File: config.mk
export PLATFORM = sky130hd
export DESIGN_NAME = serial_pattern_generator
export DESIGN_NICKNAME = d
export VERILOG_FILES = /design/src/rtl/serial_pattern_generator.sv
export SDC_FILE = /design/constraint.sdc
export NUM_CORES = 1
export LEC_CHECK = 0
export CAP_MARGIN = 20
export CELL_PAD_IN_SITES_DETAIL_PLACEMENT = 1
export CELL_PAD_IN_SITES_GLOBAL_PLACEMENT = 2
export CORE_ASPECT_RATIO = 0.9
export CORE_UTILIZATION = 36
export DETAILED_ROUTE_END_ITERATION = 10
export GPL_TIMING_DRIVEN = 0
export PLACE_DENSITY_LB_ADDON = 0.1
export SLEW_MARGIN = 5
export SYNTH_ARGS = -nofsm -noshare
export SYNTH_HDL_FRONTEND = slang
export SYNTH_SLANG_ARGS = --single-unit
File: constraint.sdc
create_clock -name clk -period 6.63 [get_ports clk]
set_input_delay 0.663 -clock clk [delete_from_list [all_inputs] [get_ports clk]]
set_output_delay 0.663 -clock clk [all_outputs]
set_load 0.01 [all_outputs]
File: src/rtl/serial_pattern_generator.sv
// Serial bit-stream transmitter: shifts a captured pattern out MSB-first with a
// programmable bit period and repeat count, plus a start/busy/done handshake and status display.
module serial_pattern_generator #(
    parameter int unsigned PAT_W = 8,
    parameter int unsigned LEN_W = 4,
    parameter int unsigned DIV_W = 8,
    parameter int unsigned REP_W = 4
) (
    input  logic             clk,
    input  logic             reset,
    input  logic             start,
    input  logic             abort,
    input  logic [PAT_W-1:0] pattern,
    input  logic [LEN_W-1:0] len,
    input  logic [DIV_W-1:0] bit_period,
    input  logic [REP_W-1:0] reps,
    output logic             x_out,
    output logic             bit_strobe,
    output logic             busy,
    output logic             done,
    output logic [7:0]       seg
);

    localparam int unsigned IDX_W = (PAT_W > 1) ? $clog2(PAT_W) : 1;
    localparam logic [LEN_W-1:0] FULL_LEN = LEN_W'(PAT_W);
    localparam logic [LEN_W-1:0] ONE_LEN  = LEN_W'(1);

    localparam logic [7:0] SEG_DASH = 8'b0000_0010;
    localparam logic [7:0] SEG_ZERO = 8'b1111_1100;
    localparam logic [7:0] SEG_ONE  = 8'b0110_0000;
    localparam logic [7:0] SEG_DONE = 8'b1111_1111;

    typedef enum logic [1:0] {StIdle, StShift, StDone} state_e;

    state_e           state_q, state_d;
    logic [PAT_W-1:0] pat_q, pat_d;
    logic [LEN_W-1:0] len_q, len_d;
    logic [DIV_W-1:0] per_q, per_d;
    logic [REP_W-1:0] reps_q, reps_d;
    logic [LEN_W-1:0] bit_idx_q, bit_idx_d;
    logic [DIV_W-1:0] per_cnt_q, per_cnt_d;
    logic [REP_W-1:0] pass_cnt_q, pass_cnt_d;
    logic             x_q, x_d;
    logic             strobe_q, strobe_d;
    logic             busy_q, busy_d;
    logic             done_q, done_d;
    logic [7:0]       seg_q, seg_d;

    logic [LEN_W-1:0] eff_len;
    logic [LEN_W-1:0] next_idx;

    assign eff_len = (len == '0 || len > FULL_LEN) ? FULL_LEN : len;

    always_comb begin
        state_d    = state_q;
        pat_d      = pat_q;
        len_d      = len_q;
        per_d      = per_q;
        reps_d     = reps_q;
        bit_idx_d  = bit_idx_q;
        per_cnt_d  = per_cnt_q;
        pass_cnt_d = pass_cnt_q;
        x_d        = 1'b1;
        strobe_d   = 1'b0;
        busy_d     = 1'b0;
        done_d     = 1'b0;
        seg_d      = seg_q;
        next_idx   = '0;

        unique case (state_q)
            StIdle: begin
                if (start && !abort) begin
                    state_d    = StShift;
                    pat_d      = pattern;
                    len_d      = eff_len;
                    per_d      = bit_period;
                    reps_d     = reps;
                    next_idx   = eff_len - ONE_LEN;
                    bit_idx_d  = next_idx;
                    per_cnt_d  = '0;
                    pass_cnt_d = '0;
                    x_d        = pattern[next_idx[IDX_W-1:0]];
                    strobe_d   = 1'b1;
                    busy_d     = 1'b1;
                    seg_d      = x_d ? SEG_ONE : SEG_ZERO;
                end
            end
            StShift: begin
                if (abort) begin
                    state_d = StIdle;
                    seg_d   = SEG_DASH;
                end else if (per_cnt_q != per_q) begin
                    per_cnt_d = per_cnt_q + DIV_W'(1);
                    x_d       = x_q;
                    busy_d    = 1'b1;
                end else if (bit_idx_q == '0 && pass_cnt_q == reps_q) begin
                    state_d = StDone;
                    done_d  = 1'b1;
                    seg_d   = SEG_DONE;
                end else begin
                    // Next bit, or wrap to the top of the pattern for another pass.
                    if (bit_idx_q == '0) begin
                        next_idx   = len_q - ONE_LEN;
                        pass_cnt_d = pass_cnt_q + REP_W'(1);
                    end else begin
                        next_idx = bit_idx_q - ONE_LEN;
                    end
                    bit_idx_d = next_idx;
                    per_cnt_d = '0;
                    x_d       = pat_q[next_idx[IDX_W-1:0]];
                    strobe_d  = 1'b1;
                    busy_d    = 1'b1;
                    seg_d     = x_d ? SEG_ONE : SEG_ZERO;
                end
            end
            StDone: begin
                state_d = StIdle;
            end
            default: begin
                state_d = StIdle;
            end
        endcase
    end

    always_ff @(posedge clk or posedge reset) begin
        if (reset) begin
            state_q    <= StIdle;
            pat_q      <= '0;
            len_q      <= '0;
            per_q      <= '0;
            reps_q     <= '0;
            bit_idx_q  <= '0;
            per_cnt_q  <= '0;
            pass_cnt_q <= '0;
            x_q        <= 1'b1;
            strobe_q   <= 1'b0;
            busy_q     <= 1'b0;
            done_q     <= 1'b0;
            seg_q      <= SEG_DASH;
        end else begin
            state_q    <= state_d;
            pat_q      <= pat_d;
            len_q      <= len_d;
            per_q      <= per_d;
            reps_q     <= reps_d;
            bit_idx_q  <= bit_idx_d;
            per_cnt_q  <= per_cnt_d;
            pass_cnt_q <= pass_cnt_d;
            x_q        <= x_d;
            strobe_q   <= strobe_d;
            busy_q     <= busy_d;
            done_q     <= done_d;
            seg_q      <= seg_d;
        end
    end

    assign x_out      = x_q;
    assign bit_strobe = strobe_q;
    assign busy       = busy_q;
    assign done       = done_q;
    assign seg        = seg_q;

endmodule

* Word-level counts from Yosys, hierarchy flattened
Index checks and enable logic that the tools add are counted.
** Storage, ports and cells
- Bits in registers :: 54
- Latch bits :: 0
- Bits in writable memories :: 0
- Bits in read-only memories :: 0
- Input port bits :: 28
- Output and inout bits :: 12
- Logic and storage cells :: 101
- Memories :: 0
** Cells by class
- Add/subtract/negate cells :: 5
- Multiply operators :: 0
- Divide/modulo/power cells :: 0
- Order comparisons :: 3
- Equal/unequal tests :: 11
- Shift-type cells :: 0
- Mux-type cells :: 55
- Bitwise gates (word level) :: 0
- Reductions and logical operators :: 14
** Operators by type and width (number)
- $mux W8 :: 10
- $mux W4 :: 15
- $pmux W8 S2 :: 2
- $mux W1 :: 16
- $pmux W4 S2 :: 2
- $sub A4 B1 Y4 const B :: 3
- $ne A2 B2 Y1 const B :: 5
- $ne A3 B3 Y1 const B :: 3
- $add A8 B1 Y8 const B :: 1
- $logic_not A4 Y1 :: 2
- $lt A3 B4 Y1 const B :: 2
- $mux W2 :: 4
- $ne A8 B8 Y1 :: 1
- $bmux W1 S3 :: 2
- $pmux W1 S2 :: 3
- $reduce_and A3 Y1 :: 2
- $reduce_and A6 Y1 :: 1
- $reduce_and A5 Y1 :: 1
- $add A4 B1 Y4 const B :: 1
- $eq A4 B4 Y1 :: 1
- $gt A4 B4 Y1 const B :: 1
- $pmux W2 S2 :: 1
- $reduce_and A4 Y1 :: 1
- $eq A2 B1 Y1 const B :: 1
- other kinds (6) :: 7

* Logic depth before layout (Yosys ltp)
- Depth after elaboration :: 13
- Gate-level depth with buffers :: 8

* Worst setup path after synthesis
No wires, ideal clock.
- Path kind :: input to register
- From :: in len[3]
- To :: reg x_q, in the netlist x_out
- Arrival :: 2.400 ns
- Data required time :: 6.550 ns
- Setup slack :: 4.150 ns
- Stages :: 7
- Cells stage by stage :: nand2b_1 -> clkbuf_1 -> ha_1 -> xnor2_1 -> mux4_2 -> o32a_1 -> o22a_1
** On the way
- Cells in the longest elaborated chain, start to end :: 8
** RTL lines
- from (decl) :: RTL line 14 : input logic [LEN_W-1:0] len,
- $gt A4 B4 Y1 or $logic_not A4 Y1 (tied branches) :: RTL line 52 : assign eff_len = (len == '0 || len > FULL_LEN) ? FULL_LEN : len;
- $logic_or A1 B1 Y1 * :: RTL line 52
- $mux W4 * :: RTL line 52
- $sub A4 B1 Y4 * :: RTL line 78 : next_idx = eff_len - ONE_LEN;
- $bmux W1 S3 * :: RTL line 82 : x_d = pattern[next_idx[IDX_W-1:0]];
- $mux W1 (not written as such) * :: RTL line 82
- $mux W1 * :: RTL line 72 : if (start && !abort) begin
- $pmux W1 S2 * :: RTL line 70 : unique case (state_q)
- to (signal assigned) :: RTL line 135 : x_q <= 1'b1;
- to (signal assigned) :: RTL line 149 : x_q <= x_d;
- to (decl) :: RTL line 43 : logic x_q, x_d;
Mark *: on every way between the ends. The rest lies on a longest branch, timed or not. The select of a mux whose other input is x is not followed.
A chain may end at the register's enable or synchronous reset.

* Worst setup path after layout
Ends and elaborated chain as after synthesis.

==> metrics <==
Seq cells post-synth=50; worst clock skew=roughly 0.0099 ns; nets@finish=372; Yosys top cell by area=dfrtp_1; setup violation total in the final timing report=0; Unique masters post-synth=about 50; Critical Path Source Type=input pin; # fillers=approximately 850; final wirelength=6920 um; H-tree level count=2; DP HPWL=about 5400 um; Hold-fix buffers, CTS=0; DR pass1 iterations=4; RSZ-0062 raised after global routing=no; WP data required=approximately 6.9 ns; clk buf depth=2; full die area=7960 um^2; Inserted Clock Buffers=5; YS warnings=0; total power=about 0.78 mW; CP Class=in2reg; slowest CP cell=mux4_2; Post-synth ARST share=1.00; CP max stage delay=between 0.5 and 0.6 ns; share of cells above drive strength 1=0.103; starting DRC count in detailed routing=172; minimum clock period=about 2.8 ns; Power Dens Cells=between 200 and 250 nW/um^2; synthesized net count=~320; maximum vdd drop=0.0000886 V; Finished Core Util=0.464; CP Cell Sequence=clkdlybuf4s50_1 -> nand2b_1 -> clkbuf_1 -> ha_1 -> xnor2_1 -> mux4_2 -> o32a_1 -> o22a_1; Via density=about 5.3; GR Overflow Total=0; synthesis-to-layout area growth=22.3%; share of the synthesized area in the top cell type=0.438; Worst setup EP type=flop; setup_tns=0 ns; Max Freq=~350 MHz; Syn Inst Count=~300; fin area=about 3400 um^2; floorplan die width=94.0 um; Die H=roughly 85 um; top routing layer used=met4; Core Box Area=approximately 7200 um^2; GRT Total Usage=0.195; I/O Buffers=39; leakage power=about 1.4 nW; CTS Root Cell=clkbuf_8; Worst EP arrival=between 3 and 4 ns; CTS tree=yes; Initial Utilization=0.379; Avg Inst Size Synth=roughly 9.4 um^2; vias in the first global route=2205; max-cap violations=0; Worst-Skew Late Latency=around 0.30 ns; via count=~2300; critical path buffer and inverter count=2; DRC viols=0; largest cells by area after synthesis=dfrtp_1 (44%), nand2_1 (9.0%), xnor2_1 (4.2%); Post-synth EDFFs=0; placed cell areas=~3300 um^2; Worst Tran Pin Value=0.649 ns; largest net degree at the start of global routing=27; sequential element share of the synthesized area=0.458; Final period util=0.428; Antenna diodes=0; Clock transition at path regs=around 0.10 ns; Post-Synthesis Cell Area=~2700 um^2; commonest cells after routing, fill and taps aside=nand2_1 (66), dfrtp_1 (48), clkdlybuf4s50_1 (39); Hold Crit Class=reg2reg; cell family with most CP delay=buffers and inverters; final hold violations=0; CTS Sinks=50; met3 WL=between 300 and 400 um; Slew HR=0.564; DRT met1 WL=between 3000 and 4000 um; Placer Congestion=roughly 0.84; Synth Flop Type=dfrtp_1; commonest non-fill, non-tap cell in the layout=nand2_1; first-pass GRT wire length=~12000 um; Final Max Slew Viols=0; antenna viol nets, final=0; post-CTS sizing=0; Critical Path Fanout Max=6; # Post-CTS Setup Buffers=0; outcome=complete, no violations; I/O Pins=40; antenna violations before repair=0; num rows=29; WL met2=2830 um; Routed WL per cell=~16 um
-- logic make-up after synthesis --
group / Yosys count / share of synthesized area
multiplexers: 12 / 0.0557
flip-flops: 50 / 0.458
adder cells (fa/ha/maj): 4 / 0.0183
AND/OR/NAND/NOR: 135 / 0.243
buffers and inverters: 27 / 0.0466
XOR/XNOR: 15 / 0.0479
AO/OA/AOI/OAI: 49 / 0.131
-- worst min-delay path, cell delays in order, from the launching register on --
cell     delay (ns)
dfstp_2        0.38
inv_1          0.04
mux2i_1        0.05
-- metrics by stage --
stage,hold WS (ns),setup WS (ns),instances
2_1_floorplan,0.438,4.15,292
3_3_place_gp,0.455,3.35,424
3_5_place_dp,0.457,3.46,426
4_1_cts,0.477,3.78,433
5_1_grt,0.501,3.71,433
6_report,0.473,3.79,433
-- cell usage after synthesis (2+ instances only) --
library cell  number
nand4_1            5
dfrtp_1           48
o31ai_1            3
o221a_1            3
and4_1             3
mux2_1             5
a211o_1            3
nor2b_1            3
buf_4              4
nor2_1            17
ha_1               4
or4_1              5
o21a_1             2
nor4b_1            2
o21ai_1            6
nor3_1             5
a21oi_2            6
mux2i_1            4
inv_1             13
and2_1             2
xnor2_1           13
mux4_2             2
dfstp_2            2
or3_1              4
clkbuf_1           6
o41ai_1            2
o211ai_1           2
o21ai_0            9
nor2_2             2
nand2b_1           8
nand3_1            8
o221ai_1           2
nand2_1           66
buf_2              3
xor2_1             2
a21oi_1            3
-- state kept, by name (all words and copies together), names as in the netlist --
name        cells
x_out           1
per_q           8
busy            1
len_q           4
pat_q           8
seg             4
done            1
per_cnt_q       8
bit_idx_q       4
bit_strobe      1
reps_q          4
pass_cnt_q      4
state_q         2
-- report_power, final --
group | internal [mW] | switching, mW
combinational | 0.110 | 0.103
sequential | 0.348 | 0.0433
clock | 0.0712 | 0.103
-- final timing paths --
path | startpoint | endpoint | slack, ns | cells after the start
min | seg[1]$_DFFE_PP1P_ | seg[1]$_DFFE_PP1P_ | 0.47 | 2
max reg2reg | bit_idx_q[1]$_DFFE_PP0P_ | seg[4]$_DFFE_PP0P_ | 3.96 | 8
min reg2reg | seg[1]$_DFFE_PP1P_ | seg[1]$_DFFE_PP1P_ | 0.47 | 2
max in group asynchronous | reset | seg[1]$_DFFE_PP1P_ | 5.29 | 3
min in group asynchronous | reset | per_cnt_q[7]$_DFFE_PP0P_ | 0.73 | 2
max | len[3] | x_out$_DFFE_PP1P_ | 3.79 | 8
-- layout make-up --
type / count / area (um^2) / area share
Inverter: 13 / 48.8 / 0.0146
Tap cell: 93 / 116 / 0.0347
Sequential cell: 50 / 1250 / 0.374
Timing Repair Buffer: 41 / 415 / 0.124
Clock buffer: 5 / 68.8 / 0.0205
Clock inverter: 2 / 10.0 / 0.00299
Multi-Input combinational cell: 215 / 1360 / 0.406
Buffer: 14 / 78.8 / 0.0235
-- per-layer routing --
metal / vias to the layer above / global-route usage
li1: 1117 / -
met1: 1104 / 0.320
met2: 52 / 0.260
met3: 5 / 0.0335
met4: 0 / 0.0420
met5: - / 0
Power figures use the tool's default switching activity.
